--- config.mk ---
export PLATFORM = sky130hd
export DESIGN_NAME = sr_cmd_gen
export DESIGN_NICKNAME = d
export VERILOG_FILES = /design/src/rtl/sr_cmd_pkg.sv /design/src/rtl/sr_debounce.sv /design/src/rtl/sr_cmd_gen.sv
export SDC_FILE = /design/constraint.sdc
export NUM_CORES = 1
export LEC_CHECK = 0
export ABC_AREA = 1
export CELL_PAD_IN_SITES_DETAIL_PLACEMENT = 0
export CELL_PAD_IN_SITES_GLOBAL_PLACEMENT = 1
export CORE_UTILIZATION = 49
export DETAILED_ROUTE_END_ITERATION = 16
export GPL_ROUTABILITY_DRIVEN = 0
export PLACE_DENSITY_LB_ADDON = 0.08
export SLEW_MARGIN = 25
export SYNTH_ARGS = -nofsm -noshare
export SYNTH_HDL_FRONTEND = slang
export SYNTH_SLANG_ARGS = --single-unit
--- constraint.sdc ---
create_clock -name clk -period 2.61 [get_ports clk]
set_input_delay 0.6525 -clock clk [delete_from_list [all_inputs] [get_ports clk]]
set_output_delay 0.6525 -clock clk [all_outputs]
set_load 0.03 [all_outputs]
--- src/rtl/sr_cmd_pkg.sv ---
// Shared types and constants for the SR command generator.
package sr_cmd_pkg;

    localparam int CNT_W    = 8;
    localparam bit PRIO_SET = 1'b0;
    localparam bit PRIO_CLR = 1'b1;

    typedef enum logic {
        IDLE = 1'b0,
        LOCK = 1'b1
    } state_e;

endpackage

--- src/rtl/sr_debounce.sv ---
// One request channel: 2-flop synchroniser, counting debouncer and
// rising-edge detector on the debounced level.
module sr_debounce
    import sr_cmd_pkg::*;
#(
    parameter int DEBOUNCE_CYCLES = 4
) (
    input  logic clk,
    input  logic reset,
    input  logic i_raw,
    output logic o_rise
);

    localparam logic [CNT_W-1:0] DEB_LAST = CNT_W'(DEBOUNCE_CYCLES - 1);

    logic             r_sync1;
    logic             r_sync2;
    logic             r_stable;
    logic             r_stable_d;
    logic [CNT_W-1:0] r_cnt;

    always_ff @(posedge clk or negedge reset) begin
        if (!reset) begin
            r_sync1    <= 1'b0;
            r_sync2    <= 1'b0;
            r_stable   <= 1'b0;
            r_stable_d <= 1'b0;
            r_cnt      <= '0;
        end else begin
            r_sync1    <= i_raw;
            r_sync2    <= r_sync1;
            r_stable_d <= r_stable;
            // Any agreeing cycle restarts the count, so short glitches vanish.
            if (r_sync2 != r_stable) begin
                if (r_cnt == DEB_LAST) begin
                    r_stable <= r_sync2;
                    r_cnt    <= '0;
                end else begin
                    r_cnt <= r_cnt + 1'b1;
                end
            end else begin
                r_cnt <= '0;
            end
        end
    end

    assign o_rise = r_stable & ~r_stable_d;

endmodule

--- src/rtl/sr_cmd_gen.sv ---
// Arbitrates debounced set/clear events into mutually exclusive one-cycle
// S/R pulses, spaced by a lockout window with one pending slot per channel.
module sr_cmd_gen
    import sr_cmd_pkg::*;
#(
    parameter int DEBOUNCE_CYCLES = 4,
    parameter int LOCKOUT_CYCLES  = 2,
    parameter bit CLEAR_PRIORITY  = PRIO_CLR
) (
    input  logic clk,
    input  logic reset,
    input  logic set_req,
    input  logic clr_req,
    output logic S,
    output logic R,
    output logic busy,
    output logic conflict
);

    localparam logic [CNT_W-1:0] LOCK_INIT = CNT_W'(LOCKOUT_CYCLES);

    logic w_set_ev;
    logic w_clr_ev;

    sr_debounce #(.DEBOUNCE_CYCLES(DEBOUNCE_CYCLES)) u_set_db (
        .clk    (clk),
        .reset  (reset),
        .i_raw  (set_req),
        .o_rise (w_set_ev)
    );

    sr_debounce #(.DEBOUNCE_CYCLES(DEBOUNCE_CYCLES)) u_clr_db (
        .clk    (clk),
        .reset  (reset),
        .i_raw  (clr_req),
        .o_rise (w_clr_ev)
    );

    state_e           r_state;
    logic [CNT_W-1:0] r_lock_cnt;
    logic             r_set_pend;
    logic             r_clr_pend;
    logic             r_s;
    logic             r_r;
    logic             r_busy;
    logic             r_conflict;

    state_e           w_state_nxt;
    logic [CNT_W-1:0] w_cnt_nxt;
    logic             w_set_pend_nxt;
    logic             w_clr_pend_nxt;
    logic             w_s_nxt;
    logic             w_r_nxt;
    logic             w_busy_nxt;
    logic             w_conflict_nxt;

    logic w_set_any;
    logic w_clr_any;
    logic w_pick_r;
    logic w_last_lock;

    assign w_set_any   = r_set_pend | w_set_ev;
    assign w_clr_any   = r_clr_pend | w_clr_ev;
    assign w_pick_r    = w_clr_any & (~w_set_any | (CLEAR_PRIORITY == PRIO_CLR));
    assign w_last_lock = (r_lock_cnt == CNT_W'(1));

    always_comb begin
        w_state_nxt    = r_state;
        w_cnt_nxt      = r_lock_cnt;
        w_set_pend_nxt = w_set_any;
        w_clr_pend_nxt = w_clr_any;
        w_s_nxt        = 1'b0;
        w_r_nxt        = 1'b0;
        w_busy_nxt     = r_busy;
        w_conflict_nxt = 1'b0;

        // The last LOCK cycle decides like IDLE so a pending command needs no gap.
        if ((r_state == IDLE) || w_last_lock) begin
            if (w_set_any | w_clr_any) begin
                w_s_nxt        = ~w_pick_r;
                w_r_nxt        = w_pick_r;
                w_conflict_nxt = w_set_any & w_clr_any;
                w_set_pend_nxt = w_pick_r ? w_set_any : 1'b0;
                w_clr_pend_nxt = w_pick_r ? 1'b0 : w_clr_any;
                w_state_nxt    = LOCK;
                w_cnt_nxt      = LOCK_INIT;
                w_busy_nxt     = 1'b1;
            end else begin
                w_state_nxt = IDLE;
                w_busy_nxt  = 1'b0;
            end
        end else begin
            w_cnt_nxt = r_lock_cnt - 1'b1;
        end
    end

    always_ff @(posedge clk or negedge reset) begin
        if (!reset) begin
            r_state    <= IDLE;
            r_lock_cnt <= '0;
            r_set_pend <= 1'b0;
            r_clr_pend <= 1'b0;
            r_s        <= 1'b0;
            r_r        <= 1'b0;
            r_busy     <= 1'b0;
            r_conflict <= 1'b0;
        end else begin
            r_state    <= w_state_nxt;
            r_lock_cnt <= w_cnt_nxt;
            r_set_pend <= w_set_pend_nxt;
            r_clr_pend <= w_clr_pend_nxt;
            r_s        <= w_s_nxt;
            r_r        <= w_r_nxt;
            r_busy     <= w_busy_nxt;
            r_conflict <= w_conflict_nxt;
        end
    end

    assign S        = r_s;
    assign R        = r_r;
    assign busy     = r_busy;
    assign conflict = r_conflict;

endmodule

==> results.ini <==
[status]
status = completed

[sta]
fin_crit_sh = 0.794
rsz0062_at_grt = false
period_minus_slack_ns = 2.07
hold_ws_ns = 0.356
relSlewSlack = 0.436
fin_ws_ns = 0.537
hold_viol = 0
setup_viol = 0
tns_ns = 0
worstMarginPinSlew_ns = 0.845
slew_violations = 0
fmax_mhz = 482
finalClockSkew_ns = 0.00673

[critical_path]
slowest_stage = clkdlybuf4s50_1
r2r_cells = 5
path_class = reg2out
cp.arrival_ns = 1.42
cp_max_fo = 4
max_stage_delay_ns = 0.70
startpoint_type = flop
crit_chain = clkdlybuf4s50_1
crit_buf_inv = 1
r2r-start = u_clr_db.r_stable
endpoint_kind = output pin
crit_family = buffers and inverters
r2r_slack_ns = 1.15
r2r_end = r_lock_cnt[1]
crit_required_ns = 1.96

[pwr]
power_density_mw_per_mm2 = 911
vdd_drop_max_mv = 0.516
intPower_mw = 1.18
total_power_mw = 1.83
clockPowerShare = 0.266
p_sw_mw = 0.648
pwr-share-comb = 0.260
p_leak_nw = 0.963
swShare = 0.354
seqPwrFrac = 0.474

[global_route]
first_global_vias = 1316
overflow = 0
grt.total_usage = 0.187
grt_pass1_wl_um = 5620
grt_max_degree = 39
grt_antenna_before_repair = 0

[synthesis]
synth_nets = 203
synth_cells = 195
yosysWarnings = 0
ys_ff_latch = 38
avgSynthCellArea_um2 = 9.26
syn-cell-area_mm2 = 0.00181
ys_types = 27
synth_seq_area_share = 0.527

[die]
dieArea_mm2 = 0.00393
rows = 21
io_pins = 8
die_x_um = 62.7
core_mm2 = 0.00344
start_util = 0.525
die_h_um = 62.7

[detailed_routing]
num_vias = 1301
ant_nets = 0
viasPerCell = 5.12
dr.pass1.iters = 4
dr.first_iter.drc_count = 104
routed_wl_um = 3010
drc = 0
post_drt_wl_per_cell_um = 11.9

[placement]
dp_hpwl_um = 2090
place_inst = 246
io_buffers = 7
dp_slack_ns = 0.858
postPlaceCellArea_mm2 = 0.00190

[clock_network]
cts.sinks = 38
cts-root-buf = clkbuf_8
cts_buffer_depth = 2
numCtsBuffers = 5
postCtsSetupBuffers = 0
clk_pin_slew_ns = 0.07
ctsHoldBuffers = 0
cts.repair.resized = 0
cts_tree = built
worstSkewPairLatency_ns = 0.29
htreeDepth = 2

[hold_path]
min-delay-start = u_clr_db.r_sync1
hold_end = u_clr_db.r_sync2
hold_depth = 0
hp-class = reg2reg

[cells_and_area]
design_area_mm2 = 0.00201
utilization = 0.584
nNetsFinal = 215
drive_above_1_share = 0.130
diodes = 0
fillerInstances = 307
area_growth_pct = 11.4
finalNonFillerCells = 254
reg_top3 = r_lock_cnt (8), u_clr_db.r_cnt (8), u_set_db.r_cnt (8)
final_cell_mix = dfrtp_1, nand2_1, nor2_1

[job]
maxCapViolations = 0

==> cells by family after synthesis <==
group                    synth area share
XOR/XNOR                           0.0388
buffers and inverters              0.0603
flip-flops                          0.527
AO/OA/AOI/OAI                      0.0554
adder cells (fa/ha/maj)            0.0277
AND/OR/NAND/NOR                     0.291
==> worst max-delay path by stage <==
| stage | start | slack (ns) | cells after the start | end |
|---|---|---|---|---|
| floorplan | busy | 1.41 | 0 | busy |
| global placement | busy | 0.86 | 1 | busy |
| detailed placement | busy | 0.86 | 1 | busy |
| CTS | busy | 0.52 | 1 | busy |
| global route | busy | 0.48 | 1 | busy |
| finish | busy | 0.54 | 1 | busy |
==> synth_stat cells, drive strengths merged <==
master	count	area [µm²]
a21o	1	8.76
a21oi	6	45.1
and2	1	6.26
and3	1	6.26
buf	2	26.3
dfrtp	38	951
ha	4	50.1
inv	22	82.6
nand2	42	173
nand3	25	145
nand4	5	31.3
nor2	29	131
nor3	4	20.0
nor4	1	6.26
o21ai	1	16.3
o21bai	4	30.0
or2	1	6.26
xnor2	1	8.76
xor2	7	61.3
==> worst register-to-register path: stages (launching register included) <==
cell	delay (ns)
dfrtp_1	0.45
a21oi_4	0.24
and2_1	0.44
nand2_2	0.10
nand2_1	0.08
nand2_1	0.04
==> metal layers <==
layer | wire length [µm] | track usage | up-vias
met1 | 1370 | 0.221 | 626
met2 | 1460 | 0.317 | 20
met5 | 0 | 0 | -
met4 | 40 | 0.0959 | 0
met3 | 130 | 0.0438 | 4
li1 | - | - | 651
==> area by class of cell <==
class / instances / area [µm²] / area share
inverters: 22 / 82.6 / 0.0411
clock inverters: 3 / 40.0 / 0.0199
well taps: 46 / 57.6 / 0.0286
clock buffers: 5 / 68.8 / 0.0342
flip-flops and latches: 38 / 951 / 0.473
repair buffers: 7 / 65.1 / 0.0324
multi-input cells: 133 / 746 / 0.371
==> power groups by stage <==
stage | Combinational (mW) | Clock [mW] | Sequential, mW
6_report | 0.476 | 0.488 | 0.869
5_1_grt | 0.564 | 0.530 | 0.894
4_1_cts | 0.482 | 0.502 | 0.868
3_5_place_dp | 0.480 | 0 | 0.878
3_3_place_gp | 0.462 | 0 | 0.872
2_1_floorplan | 0.387 | 0 | 0.847
Note: power is estimated with default switching activity, not from simulation.
